`config.mk`:
```
export PLATFORM = sky130hd
export DESIGN_NAME = regfile_ctx
export DESIGN_NICKNAME = d
export VERILOG_FILES = /design/src/rtl/regfile_pkg.sv /design/src/rtl/regfile_bank.sv /design/src/rtl/regfile_ctx.sv
export SDC_FILE = /design/constraint.sdc
export NUM_CORES = 1
export LEC_CHECK = 0
export BUFFER_PORTS_ARGS = -buffer_cell sky130_fd_sc_hd__buf_4
export CORE_AREA = 2 2 153 155
export CTS_CLUSTER_SIZE = 20
export DETAILED_ROUTE_END_ITERATION = 10
export DIE_AREA = 0 0 155 157
export SYNTH_ARGS = -nofsm -noshare
export SYNTH_HDL_FRONTEND = slang
export SYNTH_HIERARCHICAL = 1
export SYNTH_SLANG_ARGS = --single-unit
```
`constraint.sdc`:
```
create_clock -name clk -period 4.4 [get_ports clk]
set_clock_uncertainty 0.2 [all_clocks]
set_input_delay 0.88 -clock clk [delete_from_list [all_inputs] [get_ports clk]]
set_output_delay 0.88 -clock clk [all_outputs]
set_load 0.01 [all_outputs]
```
`src/rtl/regfile_pkg.sv`:
```
// Shared types and default sizing for the context-switching register file.
package regfile_pkg;

  localparam int DW_DEF = 8;
  localparam int AW_DEF = 3;

  typedef enum logic [1:0] {
    IDLE,
    SAVE,
    RESTORE,
    DONE
  } ctx_state_t;

endpackage

```
`src/rtl/regfile_bank.sv`:
```
// DEPTH x DW storage: one synchronous write port, NR combinational reads.
module regfile_bank
  import regfile_pkg::*;
#(
  parameter int DW = DW_DEF,
  parameter int AW = AW_DEF,
  parameter int NR = 1
) (
  input  logic                   clk,
  input  logic                   rst_n,
  input  logic                   we,
  input  logic [AW-1:0]          waddr,
  input  logic [DW-1:0]          wdata,
  input  logic [NR-1:0][AW-1:0]  raddr,
  output logic [NR-1:0][DW-1:0]  rdata
);

  localparam int DEPTH = 2**AW;

  logic [DW-1:0] mem [DEPTH];

  always_ff @(posedge clk or negedge rst_n) begin
    if (!rst_n) begin
      for (int i = 0; i < DEPTH; i++)
        mem[i] <= '0;
    end else if (we) begin
      mem[waddr] <= wdata;
    end
  end

  always_comb begin
    rdata = '0;
    for (int r = 0; r < NR; r++)
      rdata[r] = mem[raddr[r]];
  end

endmodule

```
`src/rtl/regfile_ctx.sv`:
```
// Two-port register file with a shadow bank for whole-context save/restore.
module regfile_ctx
  import regfile_pkg::*;
#(
  parameter int DW     = DW_DEF,
  parameter int AW     = AW_DEF,
  parameter int BYPASS = 1
) (
  input  logic          clk,
  input  logic          rst_n,
  input  logic          wr_en,
  input  logic          mov_instr,
  input  logic [AW-1:0] addr_a,
  input  logic [AW-1:0] addr_b,
  input  logic [DW-1:0] dat_in,
  output logic [DW-1:0] dat_a_out,
  output logic [DW-1:0] dat_b_out,
  input  logic          save_req,
  input  logic          restore_req,
  output logic          busy,
  output logic          done
);

  localparam logic [AW-1:0] LAST = '1;

  ctx_state_t state, state_nxt;
  logic [AW-1:0] idx;
  logic [AW-1:0] wtgt;
  logic          wr_ok;

  logic          core_we;
  logic [AW-1:0] core_wa;
  logic [DW-1:0] core_wd;
  logic [2:0][DW-1:0] core_rd;
  logic [0:0][DW-1:0] shd_rd;

  assign busy  = (state == SAVE) || (state == RESTORE);
  assign done  = (state == DONE);
  assign wtgt  = mov_instr ? addr_a : '0;
  assign wr_ok = wr_en && !busy;

  always_comb begin
    state_nxt = state;
    unique case (state)
      IDLE: begin
        if (save_req)         state_nxt = SAVE;
        else if (restore_req) state_nxt = RESTORE;
      end
      SAVE, RESTORE: begin
        if (idx == LAST) state_nxt = DONE;
      end
      DONE: state_nxt = IDLE;
      default: state_nxt = IDLE;
    endcase
  end

  // idx sits at zero outside a copy, so entering SAVE/RESTORE starts at 0
  always_ff @(posedge clk or negedge rst_n) begin
    if (!rst_n) begin
      state <= IDLE;
      idx   <= '0;
    end else begin
      state <= state_nxt;
      idx   <= busy ? idx + 1'b1 : '0;
    end
  end

  always_comb begin
    core_we = 1'b0;
    core_wa = wtgt;
    core_wd = dat_in;
    if (state == RESTORE) begin
      core_we = 1'b1;
      core_wa = idx;
      core_wd = shd_rd[0];
    end else if (wr_ok) begin
      core_we = 1'b1;
    end
  end

  regfile_bank #(.DW(DW), .AW(AW), .NR(3)) u_core (
    .clk   (clk),
    .rst_n (rst_n),
    .we    (core_we),
    .waddr (core_wa),
    .wdata (core_wd),
    .raddr ({idx, addr_b, addr_a}),
    .rdata (core_rd)
  );

  regfile_bank #(.DW(DW), .AW(AW), .NR(1)) u_shadow (
    .clk   (clk),
    .rst_n (rst_n),
    .we    (state == SAVE),
    .waddr (idx),
    .wdata (core_rd[2]),
    .raddr (idx),
    .rdata (shd_rd)
  );

  always_comb begin
    dat_a_out = core_rd[0];
    dat_b_out = core_rd[1];
    if (BYPASS != 0 && wr_ok) begin
      if (addr_a == wtgt) dat_a_out = dat_in;
      if (addr_b == wtgt) dat_b_out = dat_in;
    end
  end

endmodule

```
Yosys cells after proc, flatten, opt, wreduce, memory -nomap -nowiden. Cells that the tools add are included.

Add/subtract/negate cells: 1. Order comparisons: 6. Equality and inequality tests: 8. Mux-type cells: 32. Bitwise logic cells: 4. Reduce and logical (&&, ||, !) cells: 8.

Operators by type and width (number): $bwmux W64 (2); $mux W8 (15); $bmux W8 S3 (4); $demux W8 S3 (2); $ge A4 B4 Y1 const B (4); $not A3 Y4 (4); $mux W3 (3); $lt A4 B1 Y1 const B (2); $eq A3 B3 Y1 (2); $mux W2 (3); $pmux W2 S3 (1); $eq A2 B2 Y1 const B (2); $add A3 B1 Y3 const B (1); $eq A3 B3 Y1 const B (1); $logic_and A1 B1 Y1 (3); $ne A3 B3 Y1 const B (1); $eq A2 B1 Y1 const B (1); $logic_not A2 Y1 (1); $mux W1 (2); $ne A2 B2 Y1 const B (1); $reduce_and A2 Y1 (1); $reduce_or A2 Y1 (1); $logic_not A1 Y1 (1); $logic_or A1 B1 Y1 (1).

Register bits: 133.

Depth between registers and ports, before layout. Gate-level depths: netlist of the first run.

Depth in word-level cells: 8. Mapped depth: 10. Depth with buffers taken out: 6.

By module. Netlist of the first run, hierarchy kept.

By module, submodules not included: regfile_bank (u_core) (instances 1, cells each 230, area an instance 4078.9 µm², sequential area each 1601.5 µm²); regfile_bank (u_shadow) (instances 1, cells each 172, area an instance 2992.9 µm², sequential area each 1601.5 µm²); regfile_ctx (instances 1, cells each 74, area an instance 699.4 µm², sequential area each 125.1 µm²).

Least setup slack after synthesis of the first run. No wires, ideal clock.

Kind: input to output. From: input port addr_a[0]. To: output port dat_a_out[0]. Arrival: 2195 ps. Data required time: 3320 ps. Setup slack: 1125 ps. Stages: 5. Cells stage by stage: buf_6 -> buf_12 -> mux4_1 -> mux2_2 -> mux2_2.

RTL lines: start: declaration (line regfile_ctx.sv:13) `input logic [AW-1:0] addr_a,`; end: declaration (line regfile_ctx.sv:16) `output logic [DW-1:0] dat_a_out,`.

Worst setup path in the final report of the first run.
From: register state[0]. To: output port dat_b_out[3].

Word-level cells in the longest chain between the ends: 5.

Ends and longest elaborated chain: start: declaration (line regfile_ctx.sv:26) `ctx_state_t state, state_nxt;`; start signal: assignment (line regfile_ctx.sv:63) `state <= state_nxt;`; $eq A2 B1 Y1 / $eq A2 B2 Y1 (equally long branches) (line regfile_ctx.sv:37) `assign busy = (state == SAVE) || (state == RESTORE);`; $logic_or A1 B1 Y1 * (line regfile_ctx.sv:37); $logic_not A1 Y1 * (line regfile_ctx.sv:40) `assign wr_ok = wr_en && !busy;`; $logic_and A1 B1 Y1 * (line regfile_ctx.sv:40); $mux W8 * (line regfile_ctx.sv:104) `if (BYPASS != 0 && wr_ok) begin`; end: declaration (line regfile_ctx.sv:17) `output logic [DW-1:0] dat_b_out,`.

Mark *: on every way between the ends. The rest lies on a longest branch, timed or not.

==> impl_metrics.tcl, run 1 <==
set metrics [dict create \
    status "completed" \
    cts_resized 0 \
    cts-root-buf "clkbuf_16" \
    drive_gt1_share_pct 54.7 \
    cts_buffer_depth 2 \
    hp-class "flop to flop" \
    synth_area_um2 7770 \
    insertedDiodeCount 0 \
    cts_tree "built" \
    cts_setup_buffers 0 \
    track_usage_pct 16.2 \
    grt_max_degree 80 \
    die_y_um 157 \
    reg2reg_slack_ns 0.79 \
    final_core_util_pct 39.8 \
    required_ns 3.32 \
    grt_pass1_vias 4915 \
    fp.dieW_um 155 \
    syn_nets 503 \
    reg2reg_from "state[0]$_DFFE_PN0P_" \
    postSynthCellCount 476 \
    avgSynthCellArea_um2 16.3 \
    cts_hold_buf 0 \
    grt_pass1_wl_um 29300 \
    ios 38 \
    crit_chain "inv_1 -> ha_1 -> nor2b_1 -> o221ai_1 -> a211oi_4 -> buf_4 -> mux2_2 -> buf_4" \
    htreeDepth 4 \
    design_area_um2 8960 \
    ys_types 30 \
    hold_viol_final 0 \
    dr_total_vias 4589 \
    reg2reg_to "u_core/mem[19]$_DFFE_PN0P_" \
    path_class "flop to output port" \
    dp_hpwl_um 12400 \
    placed_cell_area_um2 8340 \
    gr-total-overflow 0 \
    p_per_area_nw_per_um2 716 \
    endpoint "dat_b_out[3]" \
    crit_start "state[0]$_DFFE_PN0P_" \
    firstDrtPassIters 4 \
    synth_warnings 6 \
    cp_slowest_stage_delay_ns 0.41 \
    cp-start-kind "flop" \
    period_share_pct 86.3 \
    fmax_mhz 263 \
    antenna_found_initial 0 \
    clk_latency_ns 0.42 \
    cts_sinks 133 \
    ir_worst_vdd_uv 299 \
    total_leakage_power_uw 0.00401 \
    place_congestion 0.769 \
    cts_buffers 17 \
    cpMostUsedCell "buf_4" \
    final.setup.tns_ns 0 \
    arrival_ns 2.72 \
    synth-seq-area-share_pct 42.8 \
    viasPerCell 5.64 \
    drtAntennaViolNets 0 \
    relSlewSlack_pct 28.9 \
    cp_slowest_cell "dfrtp_1" \
    synth_seq_cells 133 \
    drtIter0Drc 278 \
    placeableCoreArea_um2 22500 \
    wl_um 18800 \
    tightest_slew_ns 1.07 \
    final_max_slew_viol_count 0 \
    rows 55 \
    area_growth_pct 15.3 \
    path_max_fanout 7 \
    nets 543 \
    cp-end-kind "output port" \
    maxCapViolations 0 \
    routedWlPerCell_um 23.1 \
    reg2regPathDepth 5 \
    drc 0 \
    start_util_pct 34.5 \
    cts.clk_slew.worst_paths_ns 0.06 \
    portBuffers 37 \
    die_area_um2 24300 \
    setup_viol 0 \
    hold_ws_ns 0.294 \
    rsz0062_at_grt "no" \
    fin_crit_ns 3.80 \
]
[worst max-delay path: cells and delay by family (launching register included)]
family,cells,cell delay [ns]
AO/OA/AOI/OAI,2,0.43
adder cells (fa/ha/maj),1,0.41
buffers and inverters,3,0.46
flip-flops,1,0.41
multiplexers,1,0.36
AND/OR/NAND/NOR,1,0.24
[layout make-up]
type                       instances  area, um2
fill                            2033      13500
multi-input combinational        302       4190
sequential                       133       3330
clock buffer                      23        498
timing repair buffer              57        440
tap                              285        357
clock inverter                     8        121
inverter                           5       18.8
[through the flow]
step	setup WS (ns)	power [uW]	std cells
2_1_floorplan	1.12	4100	476
3_3_place_gp	0.718	4840	782
3_5_place_dp	0.654	4980	782
4_1_cts	0.586	6470	813
5_1_grt	0.469	6770	813
6_report	0.601	6410	813
[sequential cells by signal, indices dropped and copies added (netlist names)]
register and count:
u_core/mem 64, u_shadow/mem 64, idx 3, state 2
[cell families (layout without fill, tap and decap cells)]
kind of cell | Yosys count | count (layout) | share of synthesized area, %
flip-flops | 133 | 133 | 42.8
AND/OR/NAND/NOR | 35 | 35 | 3.43
AO/OA/AOI/OAI | 10 | 10 | 0.966
buffers and inverters | 41 | 93 | 3.46
multiplexers | 250 | 250 | 48.2
adder cells (fa/ha/maj) | 7 | 7 | 1.13
[worst min path at each step]
stage | end | cells after the start | start
2_1_floorplan | u_shadow/mem[32]$_DFFE_PN0P_ | 1 | u_shadow/mem[32]$_DFFE_PN0P_
3_5_place_dp | u_shadow/mem[34]$_DFFE_PN0P_ | 1 | u_shadow/mem[34]$_DFFE_PN0P_
6_report | u_shadow/mem[38]$_DFFE_PN0P_ | 1 | u_shadow/mem[38]$_DFFE_PN0P_
5_1_grt | u_shadow/mem[34]$_DFFE_PN0P_ | 1 | u_shadow/mem[34]$_DFFE_PN0P_
3_3_place_gp | u_shadow/mem[3]$_DFFE_PN0P_ | 1 | u_shadow/mem[3]$_DFFE_PN0P_
4_1_cts | u_shadow/mem[34]$_DFFE_PN0P_ | 1 | u_shadow/mem[34]$_DFFE_PN0P_
[report_power, final]
group | total, uW | leakage [uW] | internal (uW) | switching [uW]
registers | 2160 | 0.00171 | 1720 | 438
clock network | 1470 | 0.000305 | 961 | 506
logic | 2790 | 0.00199 | 1610 | 1180
[Yosys cell counts, drive strengths merged]
| cell | count | area share, % |
|---|---|---|
| clkbuf | 8 | 0.39 |
| a221o | 1 | 0.13 |
| mux2i | 1 | 0.13 |
| inv | 5 | 0.24 |
| a31oi | 1 | 0.081 |
| nor4b | 2 | 0.61 |
| a21oi | 1 | 0.064 |
| nand4b | 6 | 0.68 |
| mux2 | 185 | 27 |
| nor4bb | 6 | 0.77 |
| mux4 | 64 | 21 |
| nor3b | 1 | 0.097 |
| nor2b | 3 | 0.24 |
| nor3 | 1 | 0.064 |
| o221ai | 1 | 0.11 |
| nand4 | 2 | 0.16 |
| nand2 | 8 | 0.39 |
| dfrtp | 133 | 43 |
| ha | 7 | 1.1 |
| nor2 | 2 | 0.097 |
| or2 | 2 | 0.16 |
| and2 | 2 | 0.16 |
| buf | 28 | 2.8 |
| a211oi | 1 | 0.26 |
| o21ai | 5 | 0.32 |
[layer usage]
layer  up-vias  track usage (%)  share of wire (%)  routed length, um
li1       1999                -                  -                  -
met1      2495             22.1                 48               8990
met2        83             26.5                 48               9040
met3        12             3.17                3.0                558
met4         0             4.63                1.1                208
met5         -                0                  0                  0
[layout by cell type, fill, tap and decap left out, drive strengths merged, types with 2 or more instances in the layout]
cell | Yosys | final
mux2 | 185 | 185
nand4 | 2 | 2
nand4b | 6 | 6
nand2 | 8 | 8
o21ai | 5 | 5
or2 | 2 | 2
inv | 5 | 5
nor2 | 2 | 2
buf | 28 | 57
ha | 7 | 7
dfrtp | 133 | 133
nor2b | 3 | 3
nor4bb | 6 | 6
and2 | 2 | 2
bufinv | 0 | 3
mux4 | 64 | 64
nor4b | 2 | 2
clkbuf | 8 | 23
clkinv | 0 | 4
Note: power is estimated with default switching activity, not from simulation.
==> inputs of run 2 (changes only) <==
--- a/config.mk
+++ b/config.mk
@@ -6,10 +6,10 @@
 export NUM_CORES = 1
 export LEC_CHECK = 0
 export BUFFER_PORTS_ARGS = -buffer_cell sky130_fd_sc_hd__buf_4
-export CORE_AREA = 2 2 153 155
+export CORE_AREA = 2 2 116 203
 export CTS_CLUSTER_SIZE = 20
 export DETAILED_ROUTE_END_ITERATION = 10
-export DIE_AREA = 0 0 155 157
+export DIE_AREA = 0 0 118 205
 export SYNTH_ARGS = -nofsm -noshare
 export SYNTH_HDL_FRONTEND = slang
 export SYNTH_HIERARCHICAL = 1
==> run 2 against run 1 <==
Global-route usage shrank 0.061 points. Via count decreased by 0.52%. Critical path depth unchanged. First-iteration DRC count decreased by 29%. Die area is 0.60% lower. Final cell count is 1.8% higher.
==> impl_metrics.tcl, run 2 (synthesized netlist as in run 1, its figures left out) <==
set metrics [dict create \
    maxCapViolations 0 \
    grt_pass1_vias 4899 \
    status "completed" \
    clk_latency_ns 0.42 \
    path_max_fanout 7 \
    p_per_area_nw_per_um2 712 \
    crit_chain "inv_1 -> ha_1 -> nor2b_1 -> o221ai_1 -> a211oi_4 -> buf_4 -> mux2_2 -> buf_4" \
    fmax_mhz 249 \
    grt_max_degree 59 \
    cts_setup_buffers 0 \
    p_total_uw 6390 \
    path_class "flop to output port" \
    portBuffers 37 \
    htreeDepth 4 \
    fin_crit_ns 4.02 \
    tightest_slew_ns 1.15 \
    period_share_pct 91.4 \
    cp_slowest_cell "dfrtp_1" \
    min_path_cells 1 \
    drtAntennaViolNets 0 \
    track_usage_pct 16.2 \
    nets 542 \
    relSlewSlack_pct 22.8 \
    gr-total-overflow 0 \
    cts_buffers 17 \
    pwr-share-clk_pct 22.9 \
    reg2regPathDepth 5 \
    ir_worst_vdd_uv 236 \
    total_leakage_power_uw 0.00399 \
    fp.dieW_um 118 \
    arrival_ns 2.94 \
    dr_total_vias 4565 \
    fillers 2062 \
    final_cell_mix "mux2_2, dfrtp_1, buf_4, mux4_1, clkbuf_16" \
    crit_start "state[0]$_DFFE_PN0P_" \
    cts_hold_buf 0 \
    drc 0 \
    insertedDiodeCount 0 \
    die_y_um 205 \
    wl_um 19100 \
    setup_viol 0 \
    cpMostUsedCell "buf_4" \
    viasPerCell 5.51 \
    drive_gt1_share_pct 55.3 \
    min_to "u_shadow/mem[39]$_DFFE_PN0P_" \
    dp_hpwl_um 13300 \
    cts_tree "built" \
    final_common_cell "mux2_2" \
    placeableCoreArea_um2 22600 \
    final_max_slew_viol_count 0 \
    p_seq_share_pct 33.4 \
    cp_slowest_stage_delay_ns 0.39 \
    p_sw_uw 2130 \
    design_area_um2 8970 \
    start_util_pct 34.4 \
    grt_util_met3_pct 2.00 \
    cts_sinks 133 \
    routedWlPerCell_um 23.1 \
    drtIter0Drc 197 \
    grtUsageMet2_pct 32.1 \
    cp-end-kind "output port" \
    cp-start-kind "flop" \
    power.internal_uw 4260 \
    final_core_util_pct 39.8 \
    required_ns 3.32 \
    cts_buffer_depth 2 \
    comb_power_share_pct 43.7 \
    die_area_um2 24200 \
    reg2reg_from "state[0]$_DFFE_PN0P_" \
    rows 73 \
    antenna_found_initial 0 \
    place_congestion 0.782 \
    reg2reg_to "u_core/mem[58]$_DFFE_PN0P_" \
    placed_cell_area_um2 8360 \
    cts.clk_slew.worst_paths_ns 0.06 \
    use_met1_pct 16.2 \
    reg2reg_slack_ns 0.85 \
    holdCritStartpoint "u_shadow/mem[39]$_DFFE_PN0P_" \
    grt_pass1_wl_um 28800 \
    grt-busiest-layer "met2" \
    ios 38 \
    hold_viol_final 0 \
    cts_resized 0 \
    cts-root-buf "clkbuf_16" \
    reg_top3 "u_core/mem (64), u_shadow/mem (64), idx (3)" \
    final.setup.tns_ns 0 \
    hp-class "flop to flop" \
    rsz0062_at_grt "no" \
    area_growth_pct 15.5 \
    sw_frac_of_total_pct 33.4 \
    firstDrtPassIters 6 \
]
[run 2: worst max path at each step]
stage | to | cells past startpoint
global route | dat_b_out[1] | 8
CTS | dat_b_out[1] | 8
detailed placement | dat_b_out[1] | 7
global placement | dat_b_out[1] | 7
finish | dat_b_out[1] | 8
floorplan | dat_a_out[0] | 5
[run 2: layout make-up]
| type | instances | area [um2] | area share (%) |
|---|---|---|---|
| clock buffer | 21 | 470 | 5.24 |
| inverter | 5 | 18.8 | 0.209 |
| sequential | 133 | 3330 | 37.1 |
| clock inverter | 11 | 149 | 1.66 |
| timing repair buffer | 56 | 420 | 4.68 |
| tap | 300 | 375 | 4.18 |
| multi-input combinational | 302 | 4210 | 46.9 |
[run 2: routing by layer]
layer	share of wire, %	wire (um)
met5	0	0
met4	3.3	630
met3	2.1	402
met2	58	11100
met1	37	6990
[run 2: critical path: cells and delay by family, from the launching register on]
family,cells,cell delay [ns]
AOI/OAI and AO/OA,2,0.61
buffers and inverters,3,0.50
DFF,1,0.39
muxes,1,0.38
adders and majority gates,1,0.38
and+or+nand+nor,1,0.26
[run 2: through the flow]
step,hold slack [ns],cells,worst slack (ns)
2_1_floorplan,0.270,476,1.12
3_3_place_gp,0.279,796,0.492
3_5_place_dp,0.289,796,0.455
4_1_cts,0.302,828,0.368
5_1_grt,0.310,828,0.224
6_report,0.299,828,0.377
[run 2: power by group through the flow]
stage | clock, uW | combinational [uW] | sequential (uW)
global placement | 0 | 2730 | 2080
CTS | 1500 | 2820 | 2130
finish | 1470 | 2790 | 2130
floorplan | 0 | 2150 | 1950
detailed placement | 0 | 2800 | 2150
global route | 1540 | 2980 | 2210
